File: config.mk
export PLATFORM = sky130hd
export DESIGN_NAME = pipeline_hazard_ctrl_flat
export DESIGN_NICKNAME = d
export VERILOG_FILES = /design/src/rtl/pipeline_hazard_ctrl_if.sv /design/src/rtl/pipeline_hazard_ctrl.sv /design/src/flat_wrapper.sv
export SDC_FILE = /design/constraint.sdc
export NUM_CORES = 1
export LEC_CHECK = 0
export BUFFER_PORTS_ARGS = -buffer_cell sky130_fd_sc_hd__buf_4
export CAP_MARGIN = 20
export CORE_ASPECT_RATIO = 1.25
export CORE_MARGIN = 2
export CORE_UTILIZATION = 45
export CTS_CLUSTER_DIAMETER = 80
export DETAILED_ROUTE_END_ITERATION = 8
export GPL_TIMING_DRIVEN = 0
export MAX_ROUTING_LAYER = met4
export PLACE_DENSITY_LB_ADDON = 0.3
export SYNTH_ARGS = -nofsm -noshare
export SYNTH_HDL_FRONTEND = slang
export SYNTH_SLANG_ARGS = --single-unit
File: constraint.sdc
create_clock -name clk -period 1.9 [get_ports clk]
set_input_delay 0 -clock clk [delete_from_list [all_inputs] [get_ports clk]]
set_output_delay 0 -clock clk [all_outputs]
set_load 0.01 [all_outputs]
File: src/rtl/pipeline_hazard_ctrl_if.sv
// Bundle between the MIPS pipeline and its hazard/forwarding controller.
// The pipeline side drives the ID/EX status fields; the controller drives holds, flushes, selects and counters.
interface pipeline_hazard_ctrl_if #(
   parameter int REG_AW     = 5,
   parameter int FWD_STAGES = 2,
   parameter int CNT_W      = 16
);
   localparam int SEL_W = $clog2(FWD_STAGES + 1);

   logic              id_valid;
   logic [REG_AW-1:0] id_rs;
   logic [REG_AW-1:0] id_rt;
   logic              id_use_rs;
   logic              id_use_rt;
   logic [REG_AW-1:0] id_dst;
   logic              id_regwrite;
   logic              id_memread;
   logic              ex_branch_taken;
   logic              pc_hold;
   logic              ifid_hold;
   logic              id_bubble;
   logic              flush_ifid;
   logic [SEL_W-1:0]  fwd_sel_a;
   logic [SEL_W-1:0]  fwd_sel_b;
   logic [CNT_W-1:0]  stall_count;
   logic [CNT_W-1:0]  flush_count;

   modport master (
      output id_valid, id_rs, id_rt, id_use_rs, id_use_rt, id_dst,
             id_regwrite, id_memread, ex_branch_taken,
      input  pc_hold, ifid_hold, id_bubble, flush_ifid,
             fwd_sel_a, fwd_sel_b, stall_count, flush_count
   );

   modport slave (
      input  id_valid, id_rs, id_rt, id_use_rs, id_use_rt, id_dst,
             id_regwrite, id_memread, ex_branch_taken,
      output pc_hold, ifid_hold, id_bubble, flush_ifid,
             fwd_sel_a, fwd_sel_b, stall_count, flush_count
   );
endinterface

File: src/rtl/pipeline_hazard_ctrl.sv
// Hazard, forwarding and flush controller for an in-order MIPS pipeline.
// A private scoreboard shadows EX..last forwarding stage and drives stalls, flushes and operand selects.
module pipeline_hazard_ctrl #(
   parameter int REG_AW     = 5,
   parameter int FWD_STAGES = 2,
   parameter int LOAD_STAGE = 2,
   parameter int CNT_W      = 16
) (
   input  logic                  clk,
   input  logic                  rst_n,
   pipeline_hazard_ctrl_if.slave bus
);
   localparam int SEL_W = $clog2(FWD_STAGES + 1);

   typedef struct packed {
      logic              valid;
      logic [REG_AW-1:0] rs;
      logic [REG_AW-1:0] rt;
      logic              use_rs;
      logic              use_rt;
      logic [REG_AW-1:0] dst;
      logic              regwrite;
      logic              load;
   } entry_t;

   entry_t           r_sb [0:FWD_STAGES];
   logic [CNT_W-1:0] r_stall_count;
   logic [CNT_W-1:0] r_flush_count;

   entry_t           w_ex_next;
   logic             w_load_hit;
   logic             w_stall;
   logic             w_flush;
   logic [SEL_W-1:0] w_fwd_a;
   logic [SEL_W-1:0] w_fwd_b;

   function automatic logic f_match(input entry_t e, input logic [REG_AW-1:0] s);
      return e.valid && e.regwrite && (e.dst == s) && (s != '0);
   endfunction

   // Only loads younger than the stage where their data appears can force a stall.
   always_comb begin
      w_load_hit = 1'b0;
      for (int j = 0; j <= FWD_STAGES; j++) begin
         if ((j < LOAD_STAGE - 1) && r_sb[j].load) begin
            if ((bus.id_use_rs && f_match(r_sb[j], bus.id_rs)) ||
                (bus.id_use_rt && f_match(r_sb[j], bus.id_rt)))
               w_load_hit = 1'b1;
         end
      end
   end

   assign w_flush = bus.ex_branch_taken;
   assign w_stall = bus.id_valid && !w_flush && w_load_hit;

   // Hold/bubble contract: pc_hold and ifid_hold freeze the front end for one
   // cycle while id_bubble injects a NOP into ID/EX; on a flush the front end
   // keeps moving (target fetch) while IF/ID is cleared and ID is bubbled.
   assign bus.pc_hold    = w_stall;
   assign bus.ifid_hold  = w_stall;
   assign bus.id_bubble  = w_stall || w_flush;
   assign bus.flush_ifid = w_flush;

   always_comb begin
      w_ex_next = '0;
      if (bus.id_valid && !w_stall && !w_flush) begin
         w_ex_next.valid    = 1'b1;
         w_ex_next.rs       = bus.id_rs;
         w_ex_next.rt       = bus.id_rt;
         w_ex_next.use_rs   = bus.id_use_rs;
         w_ex_next.use_rt   = bus.id_use_rt;
         w_ex_next.dst      = bus.id_dst;
         w_ex_next.regwrite = bus.id_regwrite;
         w_ex_next.load     = bus.id_memread;
      end
   end

   // Scan oldest to youngest so the youngest eligible producer wins.
   always_comb begin
      w_fwd_a = '0;
      w_fwd_b = '0;
      for (int k = FWD_STAGES; k >= 1; k--) begin
         if (!r_sb[k].load || (k >= LOAD_STAGE)) begin
            if (r_sb[0].valid && r_sb[0].use_rs && f_match(r_sb[k], r_sb[0].rs))
               w_fwd_a = SEL_W'(k);
            if (r_sb[0].valid && r_sb[0].use_rt && f_match(r_sb[k], r_sb[0].rt))
               w_fwd_b = SEL_W'(k);
         end
      end
   end

   assign bus.fwd_sel_a   = w_fwd_a;
   assign bus.fwd_sel_b   = w_fwd_b;
   assign bus.stall_count = r_stall_count;
   assign bus.flush_count = r_flush_count;

   always_ff @(posedge clk or negedge rst_n) begin
      if (!rst_n) begin
         for (int k = 0; k <= FWD_STAGES; k++)
            r_sb[k] <= '0;
         r_stall_count <= '0;
         r_flush_count <= '0;
      end else begin
         for (int k = 1; k <= FWD_STAGES; k++)
            r_sb[k] <= r_sb[k-1];
         r_sb[0] <= w_ex_next;
         if (w_stall && (r_stall_count != {CNT_W{1'b1}}))
            r_stall_count <= r_stall_count + 1'b1;
         if (w_flush && (r_flush_count != {CNT_W{1'b1}}))
            r_flush_count <= r_flush_count + 1'b1;
      end
   end
endmodule

File: src/flat_wrapper.sv
// flat-port wrapper written by rule: the top's interface ports become plain ports
module pipeline_hazard_ctrl_flat 
#(
   parameter int REG_AW     = 5,
   parameter int FWD_STAGES = 2,
   parameter int LOAD_STAGE = 2,
   parameter int CNT_W      = 16
)
  (clk, rst_n, bus_id_valid, bus_id_rs, bus_id_rt, bus_id_use_rs, bus_id_use_rt, bus_id_dst, bus_id_regwrite, bus_id_memread, bus_ex_branch_taken, bus_pc_hold, bus_ifid_hold, bus_id_bubble, bus_flush_ifid, bus_fwd_sel_a, bus_fwd_sel_b, bus_stall_count, bus_flush_count);
  pipeline_hazard_ctrl_if #(.REG_AW(REG_AW), .FWD_STAGES(FWD_STAGES), .CNT_W(CNT_W)) bus_i ();
  input  logic clk;
  input  logic rst_n;
  input wire logic [$bits(bus_i.id_valid)-1:0] bus_id_valid;
  input wire logic [$bits(bus_i.id_rs)-1:0] bus_id_rs;
  input wire logic [$bits(bus_i.id_rt)-1:0] bus_id_rt;
  input wire logic [$bits(bus_i.id_use_rs)-1:0] bus_id_use_rs;
  input wire logic [$bits(bus_i.id_use_rt)-1:0] bus_id_use_rt;
  input wire logic [$bits(bus_i.id_dst)-1:0] bus_id_dst;
  input wire logic [$bits(bus_i.id_regwrite)-1:0] bus_id_regwrite;
  input wire logic [$bits(bus_i.id_memread)-1:0] bus_id_memread;
  input wire logic [$bits(bus_i.ex_branch_taken)-1:0] bus_ex_branch_taken;
  output wire logic [$bits(bus_i.pc_hold)-1:0] bus_pc_hold;
  output wire logic [$bits(bus_i.ifid_hold)-1:0] bus_ifid_hold;
  output wire logic [$bits(bus_i.id_bubble)-1:0] bus_id_bubble;
  output wire logic [$bits(bus_i.flush_ifid)-1:0] bus_flush_ifid;
  output wire logic [$bits(bus_i.fwd_sel_a)-1:0] bus_fwd_sel_a;
  output wire logic [$bits(bus_i.fwd_sel_b)-1:0] bus_fwd_sel_b;
  output wire logic [$bits(bus_i.stall_count)-1:0] bus_stall_count;
  output wire logic [$bits(bus_i.flush_count)-1:0] bus_flush_count;
  assign bus_i.id_valid = bus_id_valid;
  assign bus_i.id_rs = bus_id_rs;
  assign bus_i.id_rt = bus_id_rt;
  assign bus_i.id_use_rs = bus_id_use_rs;
  assign bus_i.id_use_rt = bus_id_use_rt;
  assign bus_i.id_dst = bus_id_dst;
  assign bus_i.id_regwrite = bus_id_regwrite;
  assign bus_i.id_memread = bus_id_memread;
  assign bus_i.ex_branch_taken = bus_ex_branch_taken;
  assign bus_pc_hold = bus_i.pc_hold;
  assign bus_ifid_hold = bus_i.ifid_hold;
  assign bus_id_bubble = bus_i.id_bubble;
  assign bus_flush_ifid = bus_i.flush_ifid;
  assign bus_fwd_sel_a = bus_i.fwd_sel_a;
  assign bus_fwd_sel_b = bus_i.fwd_sel_b;
  assign bus_stall_count = bus_i.stall_count;
  assign bus_flush_count = bus_i.flush_count;
  pipeline_hazard_ctrl #(.REG_AW(REG_AW), .FWD_STAGES(FWD_STAGES), .LOAD_STAGE(LOAD_STAGE), .CNT_W(CNT_W)) u_core (.clk(clk), .rst_n(rst_n), .bus(bus_i));
endmodule
==> results.ini <==
[status]
status=finished clean

[clock_tree]
clock-sinks=67
numCtsBuffers=9
cts_tree=built
h-tree-depth=3
path_clk_slew_ns=0.06
clock_latency_ns=0.33
clockBufferDepth=2
cts_root_buf=clkbuf_8

[power_and_ir_drop]
power.share.combinational_pct=15.7
p_int_w=0.00234
p_per_area_mw_per_mm2=748
power_leakage_nw=2.03
worst_ir_drop_vdd_mv=0.681
p_sw_share_pct=26.0
seqPwrFrac_pct=52.5
p_switching_w=0.000822
pwr-share-clk_pct=31.9

[flow_run]
drv_cap=0

[logic_synthesis]
synthFlopType=dfrtp_1
async_flop_share_pct=100
ys_seq_area_share_pct=55.2
syn_nets=278
synthDistinctLibCells=38
synth_seq_cells=67
synth_compound_area_share_pct=2.88
synth_warnings=0
netlist_area_mm2=0.00304
synth-xor-area-share_pct=16.1
netlist_top_cells_count=67 x dfrtp_1, 38 x xnor2_1, 18 x and2_1, 18 x xor2_1, 17 x nand4_1
synthMuxAreaShare_pct=0.865
synth_top_area_share_pct=55.2
syn_inst=253
yosysMostFrequentCell=dfrtp_1
synth-simple-area-share_pct=22.3
synthAdderAreaFrac_pct=0.823
synth_top_family_by_area=simple AND/OR/NAND/NOR gates
netlist_top_cells_area=dfrtp_1 55%, xnor2_1 11%, xor2_1 5.2%
synth_edf_count=0
yosysTopAreaCell=dfrtp_1
avgSynthCellArea_um2=12.0

[timing]
slew_viol_final=0
finalSetupTns_ns=0
final-hold-violation-count=0
max_freq_ghz=0.529
grt_setup_unrepaired=true
maxSlewHeadroom_pct=45.9
tightest_slew_ns=0.811
finalSetupViolations=0
worst_clock_skew_ns=0.00569
min_period_over_period_pct=99.4
fin_crit_ns=1.89

[worst_hold_path]
hp-start=bus_id_valid
hp-class=input pin to flop
holdPathStages=3
worstHoldEndpoint=u_core.r_sb[53]$_DFF_PN0_

[route]
firstDrtPassIters=6
drc=0
wl_per_cell_um=14.4
ant_nets=0
first_iter_violations=96
viasPerCell=5.06
dr_total_vias=2326
totalWireLength_um=6650

[floorplan]
die_h_um=95.9
die_w_um=77.5
dieArea_mm2=0.00743
num_rows=33
start_util_pct=46.3
core-area_mm2=0.00657
ioPinCount=63

[global_routing]
grt_pass1_vias=2339
grt_pass1_wl_um=10700
grt_use_total_pct=19.1
grt_max_degree=68
grt.overflow.total=0
grt_antenna_before_repair=0

[layout]
drive_above_1_share_pct=34.9
syn_to_final_growth_pct=39.2
antenna_cells=0
utilization_pct=64.4
final_nets=395

[critical_path]
worst_ep_required_time_ns=1.90
worstPathMaxFanout=2
end_kind=primary output
rr_endpoint=u_core.bus.stall_count[7]$_DFFE_PN0P_
reg2reg_depth=9
start_kind=flop
cp.arrival_ns=1.89
worst-setup-path-type=flop to primary output
rrSetupSlack_ns=0.02
r2r_start=u_core.r_sb[44]$_DFF_PN0_

[placement]
io_buffers=62
dp_hpwl_um=4360
place_congestion=0.851

-- timing repair --
item,4_1_cts,5_1_grt
buffers inserted,11,12
pin swaps,10,7
gates resized for setup,3,13
endpoints found under the setup margin,8,7
endpoints found under the hold margin,87,0
hold buffers,21,0
-- cells by family after synthesis --
group                    after synthesis
AND/OR/NAND/NOR                      107
flip-flops                            67
XOR/XNOR                              56
AO/OA/AOI/OAI                         10
buffers and inverters                  9
multiplexers                           2
adder cells (fa/ha/maj)                2
-- worst max path at each step --
stage                     cells past startpoint                                  start                                      to
after detailed placement                      7              u_core.r_sb[59]$_DFF_PN0_  u_core.bus.stall_count[11]$_DFFE_PN0P_
after global placement                        7              u_core.r_sb[59]$_DFF_PN0_  u_core.bus.stall_count[11]$_DFFE_PN0P_
after global routing                          5              u_core.r_sb[51]$_DFF_PN0_                        bus_fwd_sel_b[1]
final                                         5              u_core.r_sb[51]$_DFF_PN0_                        bus_fwd_sel_b[1]
after CTS                                     5              u_core.r_sb[51]$_DFF_PN0_                        bus_fwd_sel_b[1]
after floorplan                               6  u_core.bus.stall_count[3]$_DFFE_PN0P_   u_core.bus.stall_count[1]$_DFFE_PN0P_
-- critical path, cell delays in order (launching register included) --
cell and delay, ns:
dfrtp_1 0.37, or4_1 0.51, o211ai_1 0.28, nor4_2 0.08, nor3_1 0.18, buf_4 0.15
-- area by class of cell --
class | count | area, µm²
fillers | 505 | 2340
well taps | 87 | 109
plain buffers | 6 | 56.3
inverters | 3 | 11.3
clock inverters | 2 | 12.5
clock buffers | 12 | 155
flip-flops and latches | 67 | 1680
multi-input cells | 177 | 1350
repair buffers | 106 | 852
-- state kept, by name (all words and copies together) (netlist names) --
name / cells
u_core.bus.flush_count: 16
u_core.bus.stall_count: 16
u_core.r_sb: 35
-- layout by cell type, fill, tap and decap left out, types with 2 or more instances in the layout --
cell type	netlist	layout
nand2b_1	2	2
buf_6	1	3
nor4_2	0	3
nand2_2	2	2
clkbuf_8	0	11
dfrtp_2	0	3
nor2_1	7	6
o211ai_1	2	2
dfrtp_1	67	64
nand4_1	17	17
nand4_2	3	3
xor2_1	18	18
a21oi_1	2	2
nand3_1	7	7
nor3_1	5	5
and3_1	10	9
inv_1	3	3
and2_1	18	18
nand3_2	5	5
dlygate4sd3_1	0	21
and4_1	5	4
buf_4	4	86
xnor2_1	38	37
nand2_1	12	12
or4_1	2	2
ha_1	2	2
nor4_1	6	3
-- power groups by stage --
stage                     clock network [W]  registers, W  logic [W]
final                               0.00101       0.00166   0.000495
after global routing                0.00111       0.00168   0.000550
after CTS                           0.00104       0.00165   0.000487
after detailed placement                  0       0.00168   0.000439
after floorplan                           0       0.00169   0.000183
after global placement                    0       0.00168   0.000427
-- routing by layer --
layer / vias to the layer above / track usage, % / routed length (µm)
met4: 0 / 9.38 / 176
li1: 1113 / - / -
met1: 1137 / 23.2 / 2760
met3: 17 / 4.22 / 259
met5: - / - / 0
met2: 59 / 30.7 / 3450
-- through the flow --
stage	setup slack (ns)	cell area, µm²	hold slack, ns	power, W	std cells
floorplan	0.182	3040	-0.296	0.00188	253
global placement	0.0119	3610	0.152	0.00211	402
detailed placement	-0.0192	3610	0.155	0.00212	402
CTS	-0.0253	4090	0.0771	0.00318	448
global route	-0.121	4230	0.100	0.00333	460
finish	0.0110	4230	0.0859	0.00316	460
Power figures use the tool's default switching activity.
